`src/rtl/max_unpool_stream.sv`:
```
// Streaming 2x2 unpooling. Each pooled beat {value, idx} expands into a 2x2
// output window: the top sub-row is emitted as inputs arrive, the bottom
// sub-row is replayed from a one-row line buffer. Max mode places the value
// at its recorded window position (zeros elsewhere); average mode spreads
// value/4 over all four positions.
module max_unpool_stream #(
  parameter int N     = 16,    // data word width, signed fixed point
  parameter int Q     = 12,    // fractional bits, carried through untouched
  parameter int M     = 4,     // pooled map width (>= 2)
  parameter int MH    = 4,     // pooled map height (>= 1)
  parameter bit PTYPE = 1'b1   // 1 = max-unpool, 0 = average-unpool
) (
  input  logic         clk,
  input  logic         global_rst_n,
  input  logic         ce,
  input  logic         in_valid,
  output logic         in_ready,
  input  logic [N-1:0] in_data,
  input  logic [1:0]   in_idx,
  output logic         out_valid,
  input  logic         out_ready,
  output logic [N-1:0] out_data,
  output logic         out_eol,
  output logic         out_eof
);

  localparam int CW = (M > 1) ? $clog2(M) : 1;
  localparam int RW = (MH > 1) ? $clog2(MH) : 1;
  localparam logic [CW-1:0] COL_LAST = CW'(M - 1);
  localparam logic [RW-1:0] ROW_LAST = RW'(MH - 1);

  localparam logic [0:0] ST_TOP = 1'b0;
  localparam logic [0:0] ST_BOT = 1'b1;

  // The fixed-point format is only meaningful with at least one integer bit.
  if (Q >= N) begin : g_q_range
    $error("max_unpool_stream: Q must be smaller than N");
  end

  logic [0:0]    state_q, state_d;
  logic [RW-1:0] row_q, row_d;
  logic [CW-1:0] col_q, col_d;
  logic          half_q, half_d;
  logic          vld_q, vld_d;
  logic [N-1:0]  val_q, val_d;
  logic [1:0]    idx_q, idx_d;

  // One pooled row of {idx, value}; contents need no reset because the
  // bottom sub-row only replays entries written during the preceding top pass.
  logic [N+1:0]  line_mem [M];
  logic          wr_en;
  logic [CW-1:0] wr_col;
  logic [CW-1:0] rd_col;
  logic [N+1:0]  rd_word;

  logic          last_col;
  logic          in_fire;
  logic          out_fire;
  logic [1:0]    pos;

  assign last_col = (col_q == COL_LAST);
  // Next column of the walk; wraps at the row end.
  assign rd_col   = last_col ? '0 : col_q + 1'b1;
  // A back-to-back accept lands in the column the walk is about to enter.
  assign wr_col   = vld_q ? col_q + 1'b1 : col_q;
  assign rd_word  = line_mem[rd_col];

  // Accept only on the top pass, and only when the pair register is empty or
  // is handing off its last beat this cycle (never across the row end, which
  // turns into the bottom replay instead).
  assign in_ready = global_rst_n & ce & (state_q == ST_TOP)
                  & (~vld_q | (out_ready & half_q & ~last_col));
  assign in_fire  = in_valid & in_ready;
  assign out_fire = ce & vld_q & out_ready;

  // Walk sequencing: half -> column -> sub-row -> pooled row.
  always_comb begin
    state_d = state_q;
    row_d   = row_q;
    col_d   = col_q;
    half_d  = half_q;
    vld_d   = vld_q;
    val_d   = val_q;
    idx_d   = idx_q;
    wr_en   = 1'b0;
    if (out_fire) begin
      if (!half_q) begin
        half_d = 1'b1;
      end else begin
        half_d = 1'b0;
        col_d  = rd_col;
        if (state_q == ST_TOP) begin
          if (last_col) begin
            state_d = ST_BOT;
            vld_d   = 1'b1;
            {idx_d, val_d} = rd_word;
          end else begin
            vld_d = 1'b0;
          end
        end else begin
          if (last_col) begin
            state_d = ST_TOP;
            vld_d   = 1'b0;
            row_d   = (row_q == ROW_LAST) ? '0 : row_q + 1'b1;
          end else begin
            vld_d = 1'b1;
            {idx_d, val_d} = rd_word;
          end
        end
      end
    end
    if (in_fire) begin
      val_d = in_data;
      idx_d = in_idx;
      vld_d = 1'b1;
      wr_en = 1'b1;
    end
  end

  // Control and pair registers; ce low leaves every _d equal to its _q.
  always_ff @(posedge clk or negedge global_rst_n) begin
    if (!global_rst_n) begin
      state_q <= ST_TOP;
      row_q   <= '0;
      col_q   <= '0;
      half_q  <= 1'b0;
      vld_q   <= 1'b0;
      val_q   <= '0;
      idx_q   <= '0;
    end else begin
      state_q <= state_d;
      row_q   <= row_d;
      col_q   <= col_d;
      half_q  <= half_d;
      vld_q   <= vld_d;
      val_q   <= val_d;
      idx_q   <= idx_d;
    end
  end

  // Line buffer write of each accepted top-pass beat.
  always_ff @(posedge clk) begin
    if (wr_en) begin
      line_mem[wr_col] <= {in_idx, in_data};
    end
  end

  assign pos = {state_q == ST_BOT, half_q};

  if (PTYPE) begin : g_max
    // Scatter to the recorded window position, zero elsewhere.
    always_comb begin
      out_data = (pos == idx_q) ? val_q : '0;
    end
  end else begin : g_avg
    // Divide by four, rounding toward minus infinity.
    always_comb begin
      out_data = $signed(val_q) >>> 2;
    end
  end

  assign out_valid = vld_q & ce;
  assign out_eol   = out_valid & half_q & last_col;
  assign out_eof   = out_eol & (state_q == ST_BOT) & (row_q == ROW_LAST);

endmodule

```
`config.mk`:
```
export PLATFORM = sky130hd
export DESIGN_NAME = max_unpool_stream
export DESIGN_NICKNAME = d
export VERILOG_FILES = /design/src/rtl/max_unpool_stream.sv
export SDC_FILE = /design/constraint.sdc
export NUM_CORES = 1
export LEC_CHECK = 0
export BUFFER_PORTS_ARGS = -buffer_cell sky130_fd_sc_hd__buf_2
export CAP_MARGIN = 20
export CORE_MARGIN = 2
export CORE_UTILIZATION = 40
export DETAILED_ROUTE_END_ITERATION = 16
export SYNTH_ARGS = -nofsm -noshare
export SYNTH_HDL_FRONTEND = slang
export SYNTH_SLANG_ARGS = --single-unit
export TNS_END_PERCENT = 50
```
`constraint.sdc`:
```
create_clock -name clk -period 2.7 [get_ports clk]
set_input_delay 0 -clock clk [delete_from_list [all_inputs] [get_ports clk]]
set_output_delay 0 -clock clk [all_outputs]
set_load 0.01 [all_outputs]
```
==> flow_summary.rst <==
.. list-table::
   :header-rows: 1

   * - Metric
     - Value
   * - Vias per cell
     - 5.39
   * - Endpoint kind of the worst setup timing path
     - flop
   * - Share of post-route cells with drive strength above 1
     - 22.9%
   * - Switching pwr
     - 0.00177 W
   * - Die Span Y
     - 106 um
   * - Fin util
     - 49.0%
   * - Critical Path Start
     - col_q[1]$_DFFE_PN0P_
   * - Area of the mapped netlist
     - 4160 um2
   * - R2R depth
     - 7
   * - Fraction of post-synthesis cell area in the top cell type by area
     - 52.0%
   * - Flip-flop and latch count after synthesis
     - 97
   * - Cell at the root of the clock tree
     - sky130_fd_sc_hd__clkbuf_8
   * - Start-to-end type of the worst setup path
     - reg2reg
   * - Total grt overflow
     - 0
   * - Ranking of synthesized cells by area
     - sky130_fd_sc_hd__edfxtp_1, sky130_fd_sc_hd__dfrtp_1, sky130_fd_sc_hd__a311o_1, sky130_fd_sc_hd__a2bb2oi_1, sky130_fd_sc_hd__a211oi_1
   * - Post-CTS clock slew at the launch and capture registers of the worst setup and hold paths
     - 0.10 ns
   * - Met3 global-route usage
     - 2.64%
   * - Die Wd
     - 106 um
   * - Leak
     - 1.84 nW
   * - Max FO, Critical Path
     - 15
   * - Library cells used by synthesis
     - 32
   * - Post-CTS setup buffer count
     - 0
   * - Number of synthesized flops with an enable pin
     - 72
   * - Rel. slew slack
     - 61.1%
   * - Top cells by instance count after synthesis
     - sky130_fd_sc_hd__edfxtp_1, sky130_fd_sc_hd__dfrtp_1, sky130_fd_sc_hd__a21oi_1, sky130_fd_sc_hd__nand2_1
   * - GRT met1 Usage
     - 25.1%
   * - Number of design-rule violations left by the first detailed-router iteration
     - 129
   * - Cell type group with the largest total delay on the critical path
     - simple AND/OR/NAND/NOR gates
   * - Proportion of synthesized chip area in sequential cells
     - 67.0%
   * - Critical Path, Cell by Cell
     - ha_2 -> inv_1 -> ha_1 -> or3_1 -> buf_4 -> a311o_1 -> a2bb2oi_1
   * - Combined global-route utilization of all metal layers
     - 18.0%
   * - IR drop worst, VDD
     - 0.000494 V
   * - Sort of element at the start of the critical path
     - flop
   * - Setup repair after global routing missed its margin
     - false
   * - DP Wirelength
     - 6.02 mm
   * - Arrival time reported for the critical path endpoint
     - 2.73 ns
   * - Cell type with the largest total area after synthesis
     - sky130_fd_sc_hd__edfxtp_1
   * - Number of violations of the max-capacitance limit
     - 0
   * - Pin count of the biggest net entering global routing
     - 62
   * - Reg-to-reg setup timing slack
     - 0.27 ns
   * - Effective utilization at floorplan
     - 40.8%
   * - Clock Tree Buf Depth
     - 2
   * - Post-synthesis to final-layout area growth
     - 20.1%
   * - Final Routed Wirelength
     - 9.39 mm
   * - Vias after detailed routing
     - 2810
   * - Antenna violations before repair
     - 0
   * - Count of final max-slew check failures
     - 0
   * - Clock sink count
     - 97
   * - Placer Congestion
     - 0.773
   * - Number of gates on the worst path with buffers counted
     - 7
   * - Top-count cell post-synth
     - sky130_fd_sc_hd__edfxtp_1
   * - Post-route fraction of the period consumed by the critical path
     - 90.0%
   * - Total instance count after detailed placement
     - 484
   * - End of the worst register-to-register path
     - val_q[15]$_DFFE_PN0P_
   * - Ys async rst share
     - 25.8%
   * - Beginning of the worst register-to-register path
     - col_q[1]$_DFFE_PN0P_
   * - Top-Level Pins
     - 43
   * - DRC violation count after routing
     - 0
   * - Part of the power in combinational logic
     - 39.4%
   * - Clock network fraction of total power
     - 18.0%
   * - Switching part of the total
     - 37.8%
   * - Final std cells w/o fill
     - 521
   * - Type of the worst min-delay path
     - in2async
   * - Post-layout net count
     - 407
   * - N_diodes
     - 0
   * - Final setup violation count
     - 0
   * - CP max stage delay
     - 0.57 ns
   * - Number of nets produced by synthesis
     - 332
   * - Tmin final
     - 2.43 ns
   * - Cell type of the slowest stage on the worst timing path
     - sky130_fd_sc_hd__or3_1
   * - Most heavily used metal layer in global routing
     - met2
   * - Die ar.
     - 11200 um2
   * - GRT met2 Usage
     - 28.6%
   * - Data required time of the worst path
     - 3.00 ns
   * - Result of the run
     - finished clean
   * - Sequential share of power
     - 42.6%
   * - TritonCTS clock tree
     - built
   * - Number of detailed-routing iterations run before antenna repair
     - 4
   * - Crit path setup slack, layout
     - 0.270 ns
   * - Mapped Cells
     - 305
   * - Avg Cell Area, Syn
     - 13.6 um2
   * - Clock insertion delay at the later pin of the skew report
     - 0.37 ns
   * - Number of hold violations in the final report
     - 0
   * - Placeable Area
     - 10200 um2
   * - Power per standard cell area
     - 937 nW/um2
   * - Worst path bufs/invs
     - 2
   * - Post-synth top flop
     - sky130_fd_sc_hd__edfxtp_1
   * - Slew at the pin closest to its max-slew limit
     - 0.583 ns
   * - Achievable Freq
     - 0.411 GHz
   * - Worst slack, placed
     - 0.177 ns
   * - Placement Rows
     - 37
   * - Wire length per cell
     - 18.0 um
   * - Clock H-tree levels
     - 3
   * - Internal portion of total power
     - 0.00291 W
   * - Sum of negative setup slack
     - 0 ns
   * - Number of warnings printed during yosys synthesis
     - 0
   * - Final ANT Viol Nets
     - 0
   * - Number of I/O port buffers
     - 42
   * - Capturing element of the worst setup path
     - val_q[15]$_DFFE_PN0P_
   * - Via count of the first global-routing pass
     - 2840
   * - Final setup skew
     - 0.0138 ns
   * - Clock buffer count from CTS
     - 9
   * - First-pass GRT wire length
     - 15.3 mm
cell families after synthesis:
family,synth area share [%]
xor gates and xnor gates,0.632
AOI/OAI and AO/OA,15.9
adders and majority gates,1.20
DFF,67.0
muxes,1.87
buffers and inverters,2.83
and+or+nand+nor,10.5
worst min-delay path by stage:
stage / start / to / cells past startpoint
floorplan: global_rst_n / col_q[0]$_DFFE_PN0P_ / 0
global placement: global_rst_n / half_q$_DFFE_PN0P_ / 2
detailed placement: global_rst_n / half_q$_DFFE_PN0P_ / 2
CTS: global_rst_n / row_q[1]$_DFFE_PN0P_ / 3
global route: global_rst_n / row_q[1]$_DFFE_PN0P_ / 3
finish: global_rst_n / row_q[1]$_DFFE_PN0P_ / 3
cells in the final DEF (no fill, tap or decap), types with 3 or more instances in the layout:
cell / n
sky130_fd_sc_hd__a211oi_1: 17
sky130_fd_sc_hd__dlygate4sd3_1: 21
sky130_fd_sc_hd__mux2_2: 4
sky130_fd_sc_hd__edfxtp_1: 72
sky130_fd_sc_hd__inv_1: 3
sky130_fd_sc_hd__ha_1: 3
sky130_fd_sc_hd__nor2_1: 7
sky130_fd_sc_hd__a21oi_1: 20
sky130_fd_sc_hd__clkinvlp_4: 3
sky130_fd_sc_hd__and2_1: 17
sky130_fd_sc_hd__buf_4: 23
sky130_fd_sc_hd__nand3b_1: 3
sky130_fd_sc_hd__buf_2: 42
sky130_fd_sc_hd__nor2b_1: 17
sky130_fd_sc_hd__a311o_1: 17
sky130_fd_sc_hd__dfrtp_1: 25
sky130_fd_sc_hd__nand2_1: 21
sky130_fd_sc_hd__clkbuf_8: 9
sky130_fd_sc_hd__a2bb2oi_1: 18
sky130_fd_sc_hd__o21ai_0: 18
area by class of cell:
| cell class | instances | area (um2) |
|---|---|---|
| clock buffer | 10 | 128 |
| clock inverter | 6 | 45.0 |
| fill | 927 | 5190 |
| inverter | 3 | 11.3 |
| multi-input combinational | 183 | 1260 |
| sequential | 97 | 2790 |
| tap | 136 | 170 |
| timing repair buffer | 86 | 593 |
tightest hold or removal path: cells and delay by family:
family                 cells  cell delay [ns]
buffers and inverters      3             0.98
metrics by stage:
stage	area (um2)	hold slack, ns	total power (W)
2_1_floorplan	4160	-0.296	0.00315
3_3_place_gp	4610	0.0591	0.00382
3_5_place_dp	4610	0.0605	0.00385
4_1_cts	4990	0.195	0.00471
5_1_grt	4990	0.215	0.00498
6_report	4990	0.184	0.00468
metal layers:
metal | share of wire (%) | routed length, um | vias up
li1 | - | - | 1318
met5 | 0 | 0 | -
met4 | 1.7 | 159 | 0
met3 | 4.0 | 375 | 12
met2 | 49 | 4630 | 66
met1 | 45 | 4230 | 1414
registers in the layout, indices dropped and copies added (netlist names):
signal    count
idx_q         2
val_q        16
half_q        1
row_q         2
vld_q         1
state_q       1
line_mem     72
col_q         2
power by group through the flow:
stage | registers (W) | logic [W] | clock network (W)
floorplan | 0.00196 | 0.00119 | 0
detailed placement | 0.00202 | 0.00183 | 0
global route | 0.00202 | 0.00205 | 0.000909
CTS | 0.00199 | 0.00186 | 0.000865
global placement | 0.00202 | 0.00179 | 0
finish | 0.00199 | 0.00184 | 0.000841
timing repair:
item	in CTS	in global routing
hold buffers	21	0
endpoints found under the setup margin	0	7
endpoints found under the hold margin	117	0
gates resized for setup	0	1
Note: power is estimated with default switching activity, not from simulation.
